### config.mk
export PLATFORM = sky130hd
export DESIGN_NAME = pipeline_stall_controller
export DESIGN_NICKNAME = d
export VERILOG_FILES = /design/src/rtl/pipeline_stall_controller_pkg.sv /design/src/rtl/pipeline_stall_controller_sat_counter.sv /design/src/rtl/pipeline_stall_controller.sv
export SDC_FILE = /design/constraint.sdc
export NUM_CORES = 1
export LEC_CHECK = 0
export ABC_CLOCK_PERIOD_IN_PS = 3020
export BUFFER_PORTS_ARGS = -buffer_cell sky130_fd_sc_hd__buf_2
export CORE_MARGIN = 2
export CORE_UTILIZATION = 55
export DETAILED_ROUTE_END_ITERATION = 7
export HOLD_SLACK_MARGIN = 0.06
export PLACE_DENSITY = 0.87
export SYNTH_ARGS = -nofsm -noshare
export SYNTH_HDL_FRONTEND = slang
export SYNTH_SLANG_ARGS = --single-unit
### constraint.sdc
create_clock -name clk_i -period 3.02 [get_ports clk_i]
set_clock_uncertainty 0.2 [all_clocks]
set_input_delay 0.453 -clock clk_i [delete_from_list [all_inputs] [get_ports clk_i]]
set_output_delay 0.453 -clock clk_i [all_outputs]
set_load 0.1 [all_outputs]
### src/rtl/pipeline_stall_controller_pkg.sv
// pipeline_stall_controller_pkg
//   Shared definitions for the pipeline stall controller. It contains the
//   following:
//   - the 2-bit state encoding, which is also visible on state_o;
//   - the default parameter values;
//   - the bundle of per-cycle pipeline controls;
//   - the issue-decode helper that RUN and the MEM_WAIT ack cycle share.
package pipeline_stall_controller_pkg;

  typedef enum logic [1:0] {
    ST_IDLE     = 2'd0,
    ST_RUN      = 2'd1,
    ST_MEM_WAIT = 2'd2,
    ST_ERROR    = 2'd3
  } state_t;

  localparam int DEF_CNT_W   = 32;
  localparam int DEF_WAIT_W  = 8;
  localparam int DEF_TIMEOUT = 200;

  typedef struct packed {
    logic pc_write;
    logic ifid_write;
    logic ifid_flush;
    logic idex_write;
    logic idex_noop;
    logic exmem_write;
    logic memwb_bubble;
    logic dmem_req;
  } ctl_t;

  // Normal issue decode when no memory stall is in force.
  // Precedence:
  //   1. A load-use hazard comes first. It holds PC and IF/ID, and it
  //      injects a bubble into ID/EX.
  //   2. Otherwise a taken branch flushes the wrong-path fetch.
  // A branch that arrives together with a load-use hazard is dropped on
  // purpose. The instruction is still in ID after the bubble, so the
  // branch is evaluated again on the next cycle.
  function automatic ctl_t ctl_issue(input logic loaduse, input logic branch);
    ctl_t c;
    c              = '0;
    c.idex_write   = 1'b1;
    c.exmem_write  = 1'b1;
    if (loaduse) begin
      c.idex_noop  = 1'b1;
    end else begin
      c.pc_write   = 1'b1;
      c.ifid_write = 1'b1;
      c.ifid_flush = branch;
    end
    return c;
  endfunction

endpackage

### src/rtl/pipeline_stall_controller_sat_counter.sv
// sat_counter
//   Up-counter that holds at all-ones instead of wrapping.
//   Ports:
//     clk_i    clock
//     rst_i    asynchronous clear, active-low
//     inc_i    increment request for this cycle
//     count_o  current count
module sat_counter #(
  parameter int W = 32
) (
  input  logic         clk_i,
  input  logic         rst_i,
  input  logic         inc_i,
  output logic [W-1:0] count_o
);

  always_ff @(posedge clk_i or negedge rst_i) begin
    if (!rst_i) begin
      count_o <= '0;
    end else if (inc_i && (count_o != '1)) begin
      count_o <= count_o + W'(1);
    end
  end

endmodule

### src/rtl/pipeline_stall_controller.sv
// pipeline_stall_controller
//   Central sequencer for the 5-stage pipeline. It arbitrates three sources:
//     - a data-memory miss;
//     - a load-use hazard;
//     - a taken branch.
//   From these it drives the stage-register write enables, bubbles and
//   flushes. It also keeps saturating stall and flush counters and a
//   watchdog on the memory wait.
//   Ports:
//     clk_i, rst_i          clock, asynchronous active-low reset
//     start_i               CPU start, only looked at in IDLE
//     loaduse_i, branch_i   hazard and taken-branch indications from ID
//     dmem_miss_i           MEM-stage miss, a level held while the access is in MEM
//     dmem_ack_i            one-cycle completion pulse from external memory
//     dmem_req_o            memory request level
//     PCWrite_o .. MEMWB_Bubble_o   pipeline controls (Mealy)
//     stall_cnt_o, flush_cnt_o      saturating performance counters
//     timeout_o             sticky watchdog error
//     state_o               IDLE=0, RUN=1, MEM_WAIT=2, ERROR=3
//
//   state    | meaning
//   ---------+---------------------------------------------------------
//   IDLE     | pipeline frozen, waiting for start_i
//   RUN      | normal issue: memory stall > load-use > branch > advance
//   MEM_WAIT | miss outstanding; pipeline frozen until dmem_ack_i
//   ERROR    | memory never answered; frozen until reset
module pipeline_stall_controller
  import pipeline_stall_controller_pkg::*;
#(
  parameter int CNT_W   = DEF_CNT_W,
  parameter int WAIT_W  = DEF_WAIT_W,
  parameter int TIMEOUT = DEF_TIMEOUT
) (
  input  logic             clk_i,
  input  logic             rst_i,
  input  logic             start_i,
  input  logic             loaduse_i,
  input  logic             branch_i,
  input  logic             dmem_miss_i,
  input  logic             dmem_ack_i,
  output logic             dmem_req_o,
  output logic             PCWrite_o,
  output logic             IFID_Write_o,
  output logic             IFID_Flush_o,
  output logic             IDEX_Write_o,
  output logic             IDEX_NoOp_o,
  output logic             EXMEM_Write_o,
  output logic             MEMWB_Bubble_o,
  output logic [CNT_W-1:0] stall_cnt_o,
  output logic [CNT_W-1:0] flush_cnt_o,
  output logic             timeout_o,
  output logic [1:0]       state_o
);

  // The wait count of the last MEM_WAIT cycle allowed before the watchdog fires.
  localparam logic [WAIT_W-1:0] WAIT_LAST = WAIT_W'(TIMEOUT - 1);

  state_t            state_q, state_d;
  logic [WAIT_W-1:0] wait_q, wait_d;
  logic              timeout_q;
  ctl_t              ctl;
  logic              stall_inc;

  // State register, memory-wait counter and sticky watchdog flag.
  always_ff @(posedge clk_i or negedge rst_i) begin
    if (!rst_i) begin
      state_q   <= ST_IDLE;
      wait_q    <= '0;
      timeout_q <= 1'b0;
    end else begin
      state_q <= state_d;
      wait_q  <= wait_d;
      if (state_d == ST_ERROR) begin
        timeout_q <= 1'b1;
      end
    end
  end

  // Next-state logic.
  always_comb begin
    state_d = state_q;
    wait_d  = wait_q;
    unique case (state_q)
      ST_IDLE: begin
        if (start_i) begin
          state_d = ST_RUN;
        end
      end
      ST_RUN: begin
        if (dmem_miss_i) begin
          state_d = ST_MEM_WAIT;
          wait_d  = '0;
        end
      end
      ST_MEM_WAIT: begin
        // If the ack and the watchdog limit land in the same cycle, the ack
        // wins, so the data that just arrived is not thrown away.
        if (dmem_ack_i) begin
          state_d = ST_RUN;
        end else begin
          wait_d = wait_q + WAIT_W'(1);
          if (wait_q == WAIT_LAST) begin
            state_d = ST_ERROR;
          end
        end
      end
      ST_ERROR: begin
        state_d = ST_ERROR;
      end
      default: begin
        state_d = ST_IDLE;
      end
    endcase
  end

  // Output decode (Mealy).
  // In RUN, a miss takes priority over everything else. In MEM_WAIT,
  // dmem_miss_i is ignored during the ack cycle, because that level still
  // belongs to the instruction that is completing.
  always_comb begin
    ctl = '0;
    unique case (state_q)
      ST_RUN: begin
        if (dmem_miss_i) begin
          ctl.memwb_bubble = 1'b1;
          ctl.dmem_req     = 1'b1;
        end else begin
          ctl = ctl_issue(loaduse_i, branch_i);
        end
      end
      ST_MEM_WAIT: begin
        if (dmem_ack_i) begin
          ctl = ctl_issue(loaduse_i, branch_i);
        end else begin
          ctl.memwb_bubble = 1'b1;
        end
        ctl.dmem_req = 1'b1;
      end
      default: begin
        ctl = '0;
      end
    endcase
  end

  assign dmem_req_o     = ctl.dmem_req;
  assign PCWrite_o      = ctl.pc_write;
  assign IFID_Write_o   = ctl.ifid_write;
  assign IFID_Flush_o   = ctl.ifid_flush;
  assign IDEX_Write_o   = ctl.idex_write;
  assign IDEX_NoOp_o    = ctl.idex_noop;
  assign EXMEM_Write_o  = ctl.exmem_write;
  assign MEMWB_Bubble_o = ctl.memwb_bubble;
  assign timeout_o      = timeout_q;
  assign state_o        = state_q;

  // A stall is counted only while the pipeline is active. The PC is also
  // held in IDLE and ERROR, but those cycles are not counted.
  assign stall_inc = ((state_q == ST_RUN) || (state_q == ST_MEM_WAIT)) && !ctl.pc_write;

  sat_counter #(.W(CNT_W)) u_stall_cnt (
    .clk_i   (clk_i),
    .rst_i   (rst_i),
    .inc_i   (stall_inc),
    .count_o (stall_cnt_o)
  );

  sat_counter #(.W(CNT_W)) u_flush_cnt (
    .clk_i   (clk_i),
    .rst_i   (rst_i),
    .inc_i   (ctl.ifid_flush),
    .count_o (flush_cnt_o)
  );

endmodule
### After elaboration in Yosys (flattened, before gate mapping)

Cells that the tools add are included.

* $add $sub $neg: 3
* equality and inequality tests: 9
* mux-type cells: 15
* reductions and logical operators: 8

Operator list (number)
* adder 32 x 1 -> 32 bit (second input constant): 2
* inequality test 32 bit (second input constant): 2
* one-hot mux 8 bit (2 select lines): 2
* 2-to-1 mux 8 bit: 2
* 2-to-1 mux 6 bit: 2
* 2-to-1 mux 2 bit: 5
* adder 8 x 1 -> 8 bit (second input constant): 1
* equality test 8 bit (second input constant): 1
* one-hot mux 2 bit (4 select lines): 1
* equality test 2 bit (second input constant): 3
* inequality test 2 bit (second input constant): 2
* logical AND 1 bit: 3
* 2-to-1 mux 3 bit: 1
* AND reduction 3 bit: 1
* equality test 2 x 1 -> 1 bit (second input constant): 1
* zero test 2 bit: 1
* 2-to-1 mux 1 bit: 2
* nonzero test 2 bit: 1
* zero test 1 bit: 1
* logical OR 1 bit: 1

* register bits: 75
* input bits: 7
* output and inout bits: 75
* word-level logic and storage cells: 40

### Longest topological paths before layout

* depth after elaboration: 6
* depth in mapped cells: 10
* gate-level depth less buffers: 7

### Hierarchy

From an unflattened synthesis, not the netlist that was laid out.

* cells, all modules: 395
* area, all modules: 4028.9 µm²

By module, submodules not included
* sat_counter: times used 2, cells each 151, area each 1624.1 µm², sequential area each 800.8 µm²
* pipeline_stall_controller: times used 1, cells each 93, area each 780.7 µm², sequential area each 275.3 µm²

### Worst setup path after synthesis

No wires, ideal clock.

* path kind: reg2out
* from: reg state_q[1] (netlist: state_o[1])
* to: out MEMWB_Bubble_o
* arrival: 3.949 ns
* data required time: 2.367 ns
* setup slack: -1.582 ns
* cell stages (with the launch flop): 5
* path buffers: 1
* cell sequence: dfrtp_1 ha_1 buf_1 nand2b_1 a21boi_0

* longest elaborated chain between the ends: 2
* elaborated cells on any way between the ends: 3
* classes of those cells: eq/ne: 2; mux: 1

Ends and longest elaborated chain
* start, declared: RTL line pipeline_stall_controller.sv:58 `state_t state_q, state_d;`
* start signal, assigned: RTL line pipeline_stall_controller.sv:71 `state_q <= state_d;`
* equality test 2 bit or equality test 2 x 1 -> 1 bit (tied branches): RTL line pipeline_stall_controller.sv:122 `unique case (state_q)`
* one-hot mux 8 bit (2 select lines) (*): RTL line pipeline_stall_controller.sv:122
* end, declared: RTL line pipeline_stall_controller.sv:48 `output logic MEMWB_Bubble_o,`

Every way passes the cells marked *; elsewhere a longest branch is shown, timed or not.

### Worst setup path in the final report

* from: reg state_q[0] (netlist: state_o[0])
* to: out IFID_Flush_o

* longest elaborated chain between the ends: 2
* elaborated cells on any way between the ends: 3
* classes of those cells: eq/ne: 2; mux: 1

Ends and longest elaborated chain
* equality test 2 bit or equality test 2 x 1 -> 1 bit (tied branches): RTL line pipeline_stall_controller.sv:122
* one-hot mux 8 bit (2 select lines) (*): RTL line pipeline_stall_controller.sv:122
* end, declared: RTL line pipeline_stall_controller.sv:44 `output logic IFID_Flush_o,`

Marked as above.

==> results_tabular.tex <==
\begin{tabular}{lr}
\hline
Metric & Value \\
\hline
\multicolumn{2}{l}{\textbf{Status}} \\
Outcome & complete, no violations \\
\multicolumn{2}{l}{\textbf{CTS}} \\
Number of buffers inserted by post-CTS setup repair & 0 \\
TritonCTS buffer count & 9 \\
Clock tree from TritonCTS & yes \\
Maximum clock insertion buffer count & 2 \\
Library cell used as clock root buffer & sky130\_fd\_sc\_hd\_\_clkbuf\_8 \\
Skew-Pair Late Insertion Delay & 0.35 ns \\
Reg clk slew, reported paths & 0.08 ns \\
Total number of H-tree levels & 3 \\
Clock Sink Count & 75 \\
\multicolumn{2}{l}{\textbf{STA}} \\
Post-layout min period & 2.68 ns \\
Sum Neg Setup Slack & 0 ns \\
Crit share post-route & 88.7\% \\
Hold Fails Final Rpt & 0 \\
Number of setup violations in the final report & 0 \\
Max-slew headroom & 43.6\% \\
Worst hold slack & 0.283 ns \\
Actual slew at the worst max-slew pin & 0.838 ns \\
RSZ-0062 raised after global routing & false \\
Achievable frequency & 373 MHz \\
Final number of max-transition violations & 0 \\
\multicolumn{2}{l}{\textbf{Synthesis}} \\
Number of synthesized register bits & 75 \\
Register area share after synthesis & 47.0\% \\
Area leader, netlist & sky130\_fd\_sc\_hd\_\_dfrtp\_1 \\
Warning count from the yosys run & 0 \\
Net count after synthesis & 400 \\
Post-synthesis adder-cell area fraction & 2.19\% \\
Fraction of the mapped netlist area in compound gates & 5.23\% \\
Top cell type's share of synthesized area & 47.0\% \\
Cell with the most instances after synthesis & sky130\_fd\_sc\_hd\_\_dfrtp\_1 \\
Fraction of synthesized cell area in xor and xnor cells & 13.8\% \\
Synth area leaders & sky130\_fd\_sc\_hd\_\_dfrtp\_1 47\%, sky130\_fd\_sc\_hd\_\_xnor2\_1 11\%, sky130\_fd\_sc\_hd\_\_nand4\_1 4.5\%, sky130\_fd\_sc\_hd\_\_nand3\_1 3.8\%, sky130\_fd\_sc\_hd\_\_nand2\_1 3.3\% \\
Share of synthesized cell area in and, or, nand and nor gates & 27.4\% \\
Commonest cells post-synth & 75 x sky130\_fd\_sc\_hd\_\_dfrtp\_1, 51 x sky130\_fd\_sc\_hd\_\_xnor2\_1, 35 x sky130\_fd\_sc\_hd\_\_nand2\_1, 30 x sky130\_fd\_sc\_hd\_\_nand3\_1, 29 x sky130\_fd\_sc\_hd\_\_nand4\_1 \\
Synthesized cell area & 0.00399 mm² \\
Count of flip-flops with a built-in enable after synthesis & 0 \\
Async set-or-reset flop fraction in the synthesized netlist & 100\% \\
Largest family of logic cells by synthesized area & simple AND/OR/NAND/NOR gates \\
Number of instances in the synthesized netlist & 386 \\
Post-synthesis area per instance & 10.3 µm² \\
Number of distinct library cell variants in the gate-level netlist after synthesis & 53 \\
Fraction of synthesized area in multiplexers & 1.88\% \\
Dominant synthesized flop cell & sky130\_fd\_sc\_hd\_\_dfrtp\_1 \\
\multicolumn{2}{l}{\textbf{Job}} \\
MaxCap Viol Count & 0 \\
\multicolumn{2}{l}{\textbf{Final layout}} \\
Post-route standard cell area excluding fillers & 0.00477 mm² \\
Post-layout util & 66.8\% \\
Number of diodes added for antenna fixing & 0 \\
Layout cell share with drive strength beyond 1 & 27.7\% \\
Total Nets Final & 490 \\
Area Overhead vs Synth & 19.4\% \\
\multicolumn{2}{l}{\textbf{Worst hold path}} \\
Class of the worst hold path & reg2reg \\
Worst Hold Launch & timeout\_o\$\_DFFE\_PN0N\_ \\
Worst hold path depth & 1 \\
\multicolumn{2}{l}{\textbf{GRT}} \\
Global-route wire length before repair & 14300 µm \\
Fraction of met3 tracks used by global routing & 4.25\% \\
Met2 Use GR & 36.4\% \\
Most Crowded Layer GR & met2 \\
Total routing usage reported by global routing & 23.3\% \\
GRT Residual Overflow & 0 \\
Met1 global-route usage & 31.7\% \\
Antenna violations before repair & 0 \\
Maximum number of pins on one net before global-route repair & 46 \\
Number of global-route vias before repair & 3076 \\
\multicolumn{2}{l}{\textbf{Route}} \\
Antenna Nets Post-Route & 0 \\
Vias/cell & 5.64 \\
Total number of vias & 3273 \\
Routed WL per cell & 15.3 µm \\
DRC violation count after routing & 0 \\
Number of detailed-route iterations in the first pass & 4 \\
Number of DRC markers in iteration 0 & 150 \\
Routed wire length & 8860 µm \\
\multicolumn{2}{l}{\textbf{Floorplanning}} \\
Die span in y & 89.2 µm \\
Number of standard-cell rows in the floorplan & 31 \\
Number of top-level pins & 82 \\
Horizontal die dimension & 89.2 µm \\
Starting density of the core & 56.0\% \\
Core Footprint & 0.00714 mm² \\
Area of the die & 0.00796 mm² \\
\multicolumn{2}{l}{\textbf{Placement}} \\
RePlAce Congestion & 0.867 \\
HPWL after detailed placement & 6560 µm \\
Total placed instance area & 0.00458 mm² \\
Port Buffer Count & 81 \\
\multicolumn{2}{l}{\textbf{Worst setup path}} \\
Critical path's largest stage delay & 0.45 ns \\
Maximum fanout along the worst path & 7 \\
Arrival time at the worst endpoint & 2.03 ns \\
Startpoint type of the worst setup path & flip-flop \\
Critical Path Source & state\_o[0]\$\_DFF\_PN0\_ \\
Worst path most repeated cell & sky130\_fd\_sc\_hd\_\_inv\_1 \\
Critical register-to-register path startpoint & u\_flush\_cnt.count\_o[0]\$\_DFFE\_PN0P\_ \\
R2R cell count & 6 \\
Worst Setup Path Type & reg2out \\
Critical path, cell by cell & inv\_1, ha\_1, and2\_2, o2111ai\_4, buf\_4, inv\_1, buf\_12 \\
Critical path endpoint category & primary output \\
Endpoint of the lowest-slack register-to-register path & u\_flush\_cnt.count\_o[26]\$\_DFFE\_PN0P\_ \\
Required time of the critical path & 2.37 ns \\
Worst Setup EP & IFID\_Flush\_o \\
Critical Path Slowest Stage Cell & sky130\_fd\_sc\_hd\_\_dfrtp\_2 \\
Internal reg-to-reg setup slack & 0.49 ns \\
\multicolumn{2}{l}{\textbf{Power and ir drop}} \\
Flop pwr share & 35.5\% \\
Total power per unit cell area & 719 mW/mm² \\
Internal power of the cells & 1.76 mW \\
Net switching power & 1.67 mW \\
Clock power share & 20.8\% \\
Comb power frac & 43.7\% \\
Switching Share & 48.7\% \\
LEAKAGE & 2.28 nW \\
Worst IR Drop VDD & 0.541 mV \\
\hline
\end{tabular}
per-stage QoR:
stage | setup slack (ns) | cells | power, mW
finish | 0.340 | 580 | 3.43
global placement | 0.566 | 563 | 2.67
global route | 0.243 | 580 | 3.57
floorplan | 0.127 | 386 | 2.42
detailed placement | 0.509 | 563 | 2.72
CTS | 0.332 | 580 | 3.44
worst max-delay path: cells and delay by family, from the launching register on:
family / cells / cell delay [ns]
AND/OR/NAND/NOR: 1 / 0.23
flip-flops: 1 / 0.45
AO/OA/AOI/OAI: 1 / 0.13
adder cells (fa/ha/maj): 1 / 0.26
buffers and inverters: 4 / 0.62
state kept, by name, summed over array words and instances, names as in the netlist:
name	count
u_flush_cnt.count_o	32
u_stall_cnt.count_o	32
wait_q	8
state_o	2
timeout_o	1
cell type report:
class / count / area (µm²)
tap: 99 / 124
inverter: 7 / 26.3
clock inverter: 4 / 33.8
multi-input combinational: 291 / 2040
sequential: 75 / 1880
clock buffer: 12 / 145
fill: 588 / 2370
timing repair buffer: 92 / 518
layout by cell type (no fill, tap or decap), types with 9 or more instances in the layout:
master / n
sky130_fd_sc_hd__buf_2: 80
sky130_fd_sc_hd__dfrtp_1: 71
sky130_fd_sc_hd__xnor2_1: 51
sky130_fd_sc_hd__nand2_1: 35
sky130_fd_sc_hd__nand3_1: 30
sky130_fd_sc_hd__nand4_1: 29
sky130_fd_sc_hd__nor2_1: 26
sky130_fd_sc_hd__and3_1: 15
sky130_fd_sc_hd__xor2_1: 12
sky130_fd_sc_hd__clkbuf_8: 10
sky130_fd_sc_hd__buf_4: 9
kinds of logic after synthesis:
group / after synthesis
AND/OR/NAND/NOR: 190
multiplexers: 7
buffers and inverters: 20
AO/OA/AOI/OAI: 24
adder cells (fa/ha/maj): 7
XOR/XNOR: 63
flip-flops: 75
how the worst min path moves through the flow:
| stage | end | slack, ns |
|---|---|---|
| floorplan | state_o[0]$_DFF_PN0_ | -0.04 |
| global placement | timeout_o$_DFFE_PN0N_ | 0.26 |
| detailed placement | timeout_o$_DFFE_PN0N_ | 0.27 |
| CTS | timeout_o$_DFFE_PN0N_ | 0.29 |
| global route | timeout_o$_DFFE_PN0N_ | 0.30 |
| finish | timeout_o$_DFFE_PN0N_ | 0.28 |
metal layers:
| layer | wire [µm] | share of wire (%) |
|---|---|---|
| met5 | 0 | 0 |
| met4 | 170 | 1.9 |
| met3 | 433 | 4.9 |
| met2 | 4260 | 48 |
| met1 | 4000 | 45 |
power groups by stage:
stage	clock network, mW	registers [mW]	logic, mW
after floorplan	0	1.75	0.669
after global routing	0.762	1.23	1.57
final	0.712	1.22	1.50
after global placement	0	1.22	1.45
after detailed placement	0	1.23	1.49
after CTS	0.727	1.22	1.50
timing repair:
| action | in CTS | in global routing |
|---|---|---|
| endpoints found under the hold margin | 30 | 0 |
| hold buffers | 1 | 0 |
| gates resized for setup | 0 | 0 |
Note: power is estimated with default switching activity, not from simulation.
